### src/rtl/spi_arb_pkg.sv
// Shared definitions for the SPI bus arbiter.
//   arb_state_e             arbiter FSM states (IDLE, BUSY, GAP)
//   DEFAULT_TIMEOUT_CYCLES  default BUSY abort limit, used only when
//                           SPI_ARB_TIMEOUT_EN is defined
//   ptr_width()             bits needed to count 0..n-1 (always at least 1)
//   wrap_add()              (base + offset) mod n, for base < n and offset <= n
package spi_arb_pkg;

  typedef enum logic [1:0] {
    IDLE = 2'd0,
    BUSY = 2'd1,
    GAP  = 2'd2
  } arb_state_e;

  localparam int DEFAULT_TIMEOUT_CYCLES = 4096;

  function automatic int ptr_width(input int n);
    int w;
    w = 1;
    for (int b = 1; b < 31; b++) begin
      if ((1 << b) < n) w = b + 1;
    end
    return w;
  endfunction

  function automatic int wrap_add(input int base, input int offset, input int n);
    int s;
    s = base + offset;
    if (s >= n) s = s - n;
    return s;
  endfunction

endpackage

### src/rtl/spi_bus_arbiter_rr_pick.sv
// rr_pick: combinational round-robin selector.
// Scans the request vector starting one position above rr_ptr and wraps
// modulo NUM_REQ; the first set bit wins.
// Ports:
//   req            in   NUM_REQ  request vector
//   rr_ptr         in   PTR_W    index of the most recent winner
//   winner_onehot  out  NUM_REQ  one-hot winner (0 when no request)
//   winner_idx     out  PTR_W    binary winner index (0 when no request)
//   any_req        out  1        at least one request is pending
module rr_pick
  import spi_arb_pkg::*;
#(
  parameter int NUM_REQ = 2,
  parameter int PTR_W   = ptr_width(NUM_REQ)
) (
  input  logic [NUM_REQ-1:0] req,
  input  logic [PTR_W-1:0]   rr_ptr,
  output logic [NUM_REQ-1:0] winner_onehot,
  output logic [PTR_W-1:0]   winner_idx,
  output logic               any_req
);

  // Outer loop walks the priority order (distance from rr_ptr); the inner
  // loop finds which requester sits at that distance. any_req doubles as
  // the "already found" flag so only the highest-priority hit is taken.
  always_comb begin
    winner_onehot = '0;
    winner_idx    = '0;
    any_req       = 1'b0;
    for (int k = 1; k <= NUM_REQ; k++) begin
      for (int i = 0; i < NUM_REQ; i++) begin
        if (!any_req && req[i] && (wrap_add(int'(rr_ptr), k, NUM_REQ) == i)) begin
          any_req          = 1'b1;
          winner_onehot[i] = 1'b1;
          winner_idx       = PTR_W'(i);
        end
      end
    end
  end

endmodule

### src/rtl/spi_bus_arbiter.sv
// spi_bus_arbiter: shares one SPI master among NUM_REQ register-access
// requesters with round-robin grant, one transaction at a time, and fans the
// master's chip select out to the current owner's device.
// Optional feature macro: SPI_ARB_TIMEOUT_EN -- aborts a BUSY transaction
// after TIMEOUT_CYCLES clocks without spi_done (resp_err flags the abort).
// Without the macro BUSY waits for spi_done indefinitely and resp_err is 0.
// Ports:
//   clk, reset (async, active low)
//   req_valid/req_addr/req_wdata/req_read  requester side, slice i = requester i
//   grant       one-hot owner for the whole transaction
//   resp_done   1-clk pulse to the owner at transaction end
//   resp_rdata  read data, valid with resp_done, held until the next one
//   resp_err    high with resp_done on timeout abort
//   spi_addr/spi_wdata/spi_read/spi_enable  to the SPI master
//   spi_done/spi_rdata/spi_cs               from the SPI master
//   dev_cs      per-device chip select, spi_cs for the owner, 1 otherwise
module spi_bus_arbiter
  import spi_arb_pkg::*;
#(
  parameter int NUM_REQ        = 2,
  parameter int GAP_CYCLES     = 4,
  parameter int TIMEOUT_CYCLES = DEFAULT_TIMEOUT_CYCLES
) (
  input  logic                 clk,
  input  logic                 reset,
  input  logic [NUM_REQ-1:0]   req_valid,
  input  logic [8*NUM_REQ-1:0] req_addr,
  input  logic [8*NUM_REQ-1:0] req_wdata,
  input  logic [NUM_REQ-1:0]   req_read,
  output logic [NUM_REQ-1:0]   grant,
  output logic [NUM_REQ-1:0]   resp_done,
  output logic [7:0]           resp_rdata,
  output logic                 resp_err,
  output logic [7:0]           spi_addr,
  output logic [7:0]           spi_wdata,
  output logic                 spi_read,
  output logic                 spi_enable,
  input  logic                 spi_done,
  input  logic [7:0]           spi_rdata,
  input  logic                 spi_cs,
  output logic [NUM_REQ-1:0]   dev_cs
);

  localparam int PTR_W = ptr_width(NUM_REQ);
  localparam int GAP_W = ptr_width(GAP_CYCLES);
  localparam logic [PTR_W-1:0] RR_RESET = PTR_W'(NUM_REQ - 1);
  localparam logic [GAP_W-1:0] GAP_LAST = GAP_W'(GAP_CYCLES - 1);

  arb_state_e           state_q, state_d;
  logic [NUM_REQ-1:0]   grant_q, grant_d;
  logic [PTR_W-1:0]     rr_ptr_q, rr_ptr_d;
  logic [7:0]           spi_addr_q, spi_addr_d;
  logic [7:0]           spi_wdata_q, spi_wdata_d;
  logic                 spi_read_q, spi_read_d;
  logic                 spi_enable_q, spi_enable_d;
  logic [NUM_REQ-1:0]   resp_done_q, resp_done_d;
  logic [7:0]           resp_rdata_q, resp_rdata_d;
  logic                 resp_err_q, resp_err_d;
  logic [GAP_W-1:0]     gap_cnt_q, gap_cnt_d;

  logic [NUM_REQ-1:0]   win_onehot;
  logic [PTR_W-1:0]     win_idx;
  logic                 win_any;

`ifdef SPI_ARB_TIMEOUT_EN
  localparam int TO_W = ptr_width(TIMEOUT_CYCLES);
  localparam logic [TO_W-1:0] TO_LAST = TO_W'(TIMEOUT_CYCLES - 1);
  logic [TO_W-1:0] to_cnt_q, to_cnt_d;
`endif

  rr_pick #(
    .NUM_REQ (NUM_REQ),
    .PTR_W   (PTR_W)
  ) u_rr_pick (
    .req           (req_valid),
    .rr_ptr        (rr_ptr_q),
    .winner_onehot (win_onehot),
    .winner_idx    (win_idx),
    .any_req       (win_any)
  );

  // Next-state and output logic. The request fields of the winner are
  // captured at grant time so the SPI master sees a stable command even if
  // the requester misbehaves while BUSY.
  always_comb begin
    state_d      = state_q;
    grant_d      = grant_q;
    rr_ptr_d     = rr_ptr_q;
    spi_addr_d   = spi_addr_q;
    spi_wdata_d  = spi_wdata_q;
    spi_read_d   = spi_read_q;
    spi_enable_d = spi_enable_q;
    resp_done_d  = '0;
    resp_rdata_d = resp_rdata_q;
    resp_err_d   = 1'b0;
    gap_cnt_d    = gap_cnt_q;
`ifdef SPI_ARB_TIMEOUT_EN
    to_cnt_d     = to_cnt_q;
`endif

    case (state_q)
      IDLE: begin
        if (win_any) begin
          grant_d      = win_onehot;
          rr_ptr_d     = win_idx;
          spi_enable_d = 1'b1;
          for (int i = 0; i < NUM_REQ; i++) begin
            if (win_onehot[i]) begin
              spi_addr_d  = req_addr[i*8 +: 8];
              spi_wdata_d = req_wdata[i*8 +: 8];
              spi_read_d  = req_read[i];
            end
          end
`ifdef SPI_ARB_TIMEOUT_EN
          to_cnt_d     = '0;
`endif
          state_d      = BUSY;
        end
      end

      // grant_q is the one-hot owner, so it directly selects the done pulse.
      BUSY: begin
        if (spi_done) begin
          resp_done_d  = grant_q;
          resp_rdata_d = spi_rdata;
          spi_enable_d = 1'b0;
          grant_d      = '0;
          gap_cnt_d    = '0;
          state_d      = GAP;
        end
`ifdef SPI_ARB_TIMEOUT_EN
        else if (to_cnt_q == TO_LAST) begin
          resp_done_d  = grant_q;
          resp_rdata_d = 8'h00;
          resp_err_d   = 1'b1;
          spi_enable_d = 1'b0;
          grant_d      = '0;
          gap_cnt_d    = '0;
          state_d      = GAP;
        end else begin
          to_cnt_d = to_cnt_q + 1'b1;
        end
`endif
      end

      // Requests are deliberately not looked at here; the owner uses this
      // window to drop req_valid before arbitration resumes.
      GAP: begin
        if (gap_cnt_q == GAP_LAST) begin
          state_d = IDLE;
        end else begin
          gap_cnt_d = gap_cnt_q + 1'b1;
        end
      end

      default: state_d = IDLE;
    endcase
  end

  // State register; reset drops any transaction in flight without a response.
  always_ff @(posedge clk or negedge reset) begin
    if (!reset) begin
      state_q      <= IDLE;
      grant_q      <= '0;
      rr_ptr_q     <= RR_RESET;
      spi_addr_q   <= 8'h00;
      spi_wdata_q  <= 8'h00;
      spi_read_q   <= 1'b0;
      spi_enable_q <= 1'b0;
      resp_done_q  <= '0;
      resp_rdata_q <= 8'h00;
      resp_err_q   <= 1'b0;
      gap_cnt_q    <= '0;
    end else begin
      state_q      <= state_d;
      grant_q      <= grant_d;
      rr_ptr_q     <= rr_ptr_d;
      spi_addr_q   <= spi_addr_d;
      spi_wdata_q  <= spi_wdata_d;
      spi_read_q   <= spi_read_d;
      spi_enable_q <= spi_enable_d;
      resp_done_q  <= resp_done_d;
      resp_rdata_q <= resp_rdata_d;
      resp_err_q   <= resp_err_d;
      gap_cnt_q    <= gap_cnt_d;
    end
  end

`ifdef SPI_ARB_TIMEOUT_EN
  // BUSY clock counter for the abort path.
  always_ff @(posedge clk or negedge reset) begin
    if (!reset) begin
      to_cnt_q <= '0;
    end else begin
      to_cnt_q <= to_cnt_d;
    end
  end
`endif

  // Only the owner's device sees the master's chip select; everyone else
  // stays deselected, including while no one is granted.
  assign dev_cs     = ~grant_q | {NUM_REQ{spi_cs}};

  assign grant      = grant_q;
  assign resp_done  = resp_done_q;
  assign resp_rdata = resp_rdata_q;
  assign resp_err   = resp_err_q;
  assign spi_addr   = spi_addr_q;
  assign spi_wdata  = spi_wdata_q;
  assign spi_read   = spi_read_q;
  assign spi_enable = spi_enable_q;

endmodule

### config.mk
export PLATFORM = sky130hd
export DESIGN_NAME = spi_bus_arbiter
export DESIGN_NICKNAME = d
export VERILOG_FILES = /design/src/rtl/spi_arb_pkg.sv /design/src/rtl/spi_bus_arbiter_rr_pick.sv /design/src/rtl/spi_bus_arbiter.sv
export SDC_FILE = /design/constraint.sdc
export NUM_CORES = 1
export LEC_CHECK = 0
export ABC_AREA = 0
export ABC_CLOCK_PERIOD_IN_PS = 1600
export BUFFER_PORTS_ARGS = -buffer_cell sky130_fd_sc_hd__buf_4
export CAP_MARGIN = 15
export CORE_MARGIN = 2
export CORE_UTILIZATION = 30
export CTS_BUF_LIST = sky130_fd_sc_hd__clkbuf_4 sky130_fd_sc_hd__clkbuf_8 sky130_fd_sc_hd__clkbuf_16
export CTS_CLUSTER_SIZE = 14
export DETAILED_ROUTE_END_ITERATION = 10
export RECOVER_POWER = 100
export SLEW_MARGIN = 10
export SYNTH_ARGS = -nofsm -noshare
export SYNTH_HDL_FRONTEND = slang
export SYNTH_HIERARCHICAL = 1
export SYNTH_SLANG_ARGS = --single-unit
### constraint.sdc
create_clock -name clk -period 1.6 [get_ports clk]
set_clock_uncertainty 0.05 [all_clocks]
set_input_delay 0 -clock clk [delete_from_list [all_inputs] [get_ports clk]]
set_output_delay 0 -clock clk [all_outputs]
set_load 0.02 [all_outputs]
==> results by group <==
Synthesis
  • Synth Area per Inst: ~14 um^2
  • Post-synthesis sequential area ratio: 52.7%
  • Syn Inst Count: 123
  • Distinct cells, synth: 28
  • Synth top area share: 51.2%
  • Synth Cell Area: 1660 um^2
  • Synth top area cells: dfrtp_1, mux2_2, nand2b_1
  • Synthesis warning total: 6
  • #FFs+latches synth: 35
  • Top cell type by total area after synthesis: dfrtp_1
  • Post-Syn Nets: around 170

Finish
  • Layout fillers: 526
  • Total Nets Final: between 200 and 300
  • Layout cell share with drive strength beyond 1: between 50% and 60%
  • Fin util: 46.4%
  • Area added between synthesis and finish: 51.6%
  • Finished Layout Cells: 297
  • Antenna cells: 0

Routing
  • DR WL/cell: 13.0 um
  • Detailed Route Iter0 Violations: 27
  • Drt total wl: 3850 um
  • Vias per cell: 4.45
  • ANT nets after route: 0
  • Drt first pass iters: 2
  • DR vias: 1,323
  • Drt drc: 0

Job
  • Max-cap violations: 0

Global route
  • First-pass GRT wire length: approximately 6500 um
  • Vias in the first global route: 1,483
  • Initial antenna violation count: 0
  • Largest net degree at the start of global routing: 36
  • GR Overflow Total: 0
  • Tot GR Track Use: about an eighth

Floorplan
  • Die area: about 6200 um^2
  • Die Wd: about 78 um
  • Initial Utilization: 30.6%
  • Ports: between 80 and 90
  • Cell Rows: 27
  • Die height: 78.5 um
  • Core area: around 5400 um^2

Clock network
  • Clock sink count: 35
  • CTS tree: yes
  • Clock Latency Late Sink: 0.28 ns
  • Clk slew on worst S/H paths: 0.07 ns
  • Clk root buf: clkbuf_8
  • CTS buffer count: 5
  • Clock Tree Buf Depth: 2
  • H-tree depth: 2

Critical path
  • WP data arrival: roughly 1.8 ns
  • Worst Path Required: 1.71 ns
  • Kind of critical path: reg -> reg
  • FF-to-FF Start: rr_ptr_q
  • CP startpoint kind: register
  • R2R cell count: 6
  • Critical path endpoint category: register
  • Largest fanout on the critical path: 9
  • R2r setup slk: -0.11 ns
  • Critical Path Start: rr_ptr_q
  • Critical Path End: spi_addr[2]
  • R2r endpoint: spi_addr[2]

Power
  • VDD IR max: 0.848 mV
  • Leakage: between 1 and 1.5 nW
  • Total power: between 4 and 5 mW
  • Power density over the cells: approximately 1700 nW/um^2

Run status
  • Status: finished with violations
  • Failing checks: setup timing

Timing
  • Setup violations, final: 17
  • Fin crit share: 107%
  • Worst slew pin tran: 0.883 ns
  • Final setup TNS: -1.45 ns
  • Unrepaired setup endpoints after global routing: true
  • Hold Vio Cnt, Final: 0
  • Max-slew violation count: 0
  • Setup ws final: -0.108 ns
  • Max frequency: around 600 MHz
  • Hold WS: 0.0264 ns
  • Fin crit period: 1.71 ns
  • Relative slew slack: 41.1%

Min path
  • Hold Path Class: in -> reg
  • Hold Path Cell Cnt: 3

Place
  • Cells after DPL: ~280
  • Port bufs: around 80
  • Post-DP HPWL: 2710 um
  • GP Congestion: ~0.7
-- flip-flops by register name (all words and copies together), names as in the netlist --
name / cells
gap_cnt_q: 2
spi_enable: 1
spi_addr: 8
resp_done: 2
spi_wdata: 8
spi_read: 1
state_q: 2
resp_rdata: 8
grant: 2
rr_ptr_q: 1
-- final cells by class --
type	instances	area (um^2)	share of cell area, %
timing repair buffer	101	674	26.7
clock inverter	1	5.00	0.199
multi-input combinational	79	781	31.0
clock buffer	6	82.6	3.28
sequential	35	877	34.8
tap	72	90.1	3.57
inverter	3	11.3	0.447
-- where the power goes --
group	switching (mW)	internal [mW]
clock	0.293	0.337
combinational	1.11	1.02
sequential	0.265	1.32
total	1.67	2.68
-- kinds of logic (layout without fill, tap and decap cells) --
family / Yosys count / count (layout) / synth area share (%)
other: 1 / 1 / 0.226
buffers and inverters: 9 / 111 / 3.16
AND/OR/NAND/NOR: 22 / 22 / 8.80
AO/OA/AOI/OAI: 12 / 12 / 5.19
adder cells (fa/ha/maj): 1 / 1 / 0.752
flip-flops: 35 / 35 / 52.7
multiplexers: 43 / 43 / 29.1
-- through the flow --
step / area (um^2) / worst slack, ns
final: 2520 / -0.108
after global routing: 2520 / -0.212
after CTS: 2660 / -0.138
after detailed placement: 2390 / -0.122
after global placement: 2390 / -0.0818
after floorplan: 1660 / -0.157
-- per-layer routing --
metal / track usage [%] / up-vias / part of all wire [%]
li1: - / 635 / -
met4: 4.74 / 0 / 0.70
met1: 14.3 / 636 / 40
met3: 4.94 / 5 / 6.3
met2: 24.0 / 47 / 53
met5: 0 / - / 0
-- cell usage in the layout (no fill, tap or decap), drive strengths merged, types with 2 or more instances in the layout --
| cell | Yosys | layout |
|---|---|---|
| dlygate4sd3 | 0 | 10 |
| dfrtp | 34 | 34 |
| nand2 | 3 | 3 |
| nand2b | 6 | 6 |
| mux2 | 43 | 43 |
| a2bb2oi | 2 | 2 |
| inv | 3 | 3 |
| o2bb2ai | 2 | 2 |
| buf | 6 | 56 |
| a21boi | 3 | 3 |
| nor2 | 5 | 5 |
| a21oi | 3 | 3 |
| clkbuf | 0 | 41 |
-- worst min-delay path by stage --
stage	startpoint	endpoint	slack, ns
after floorplan	reset	gap_cnt_q[0]	-0.35
after global placement	reset	grant[0]	-0.06
after detailed placement	reset	resp_done[0]	-0.06
after CTS	req_wdata[11]	spi_wdata[3]	0.02
after global routing	req_wdata[11]	spi_wdata[3]	0.03
final	req_wdata[9]	spi_wdata[1]	0.03
-- critical path, stage by stage (launching register included) --
cell      delay (ns)
dfstp_2         0.56
inv_2           0.04
a21boi_2        0.14
nor2_2          0.07
nor3_4          0.20
buf_6           0.18
mux2_2          0.34
-- timing repair --
action,in CTS,in global routing
hold buffers,10,0
buffers inserted,3,3
gates cloned,1,0
endpoints found under the setup margin,17,19
endpoints found under the hold margin,44,0
gates resized for setup,13,3
pin swaps,0,2
-- synth_stat cells --
cell type  count
a21boi_1       1
inv_1          3
dfrtp_1       34
or3b_2         1
a21boi_0       2
buf_6          1
o2bb2ai_1      2
nand2b_1       5
nand3b_1       1
a31o_2         1
a21oi_1        3
and2b_1        1
conb_1         1
nor3_4         1
nand2b_4       1
buf_2          3
or2b_1         1
mux2_2        43
nor3b_1        1
dfstp_2        1
buf_4          2
nand2_1        3
nor4bb_1       1
o21ai_0        1
a2bb2oi_1      2
or2_1          1
ha_1           1
nor2_1         5
No activity file was read; power rests on OpenSTA's default activity.
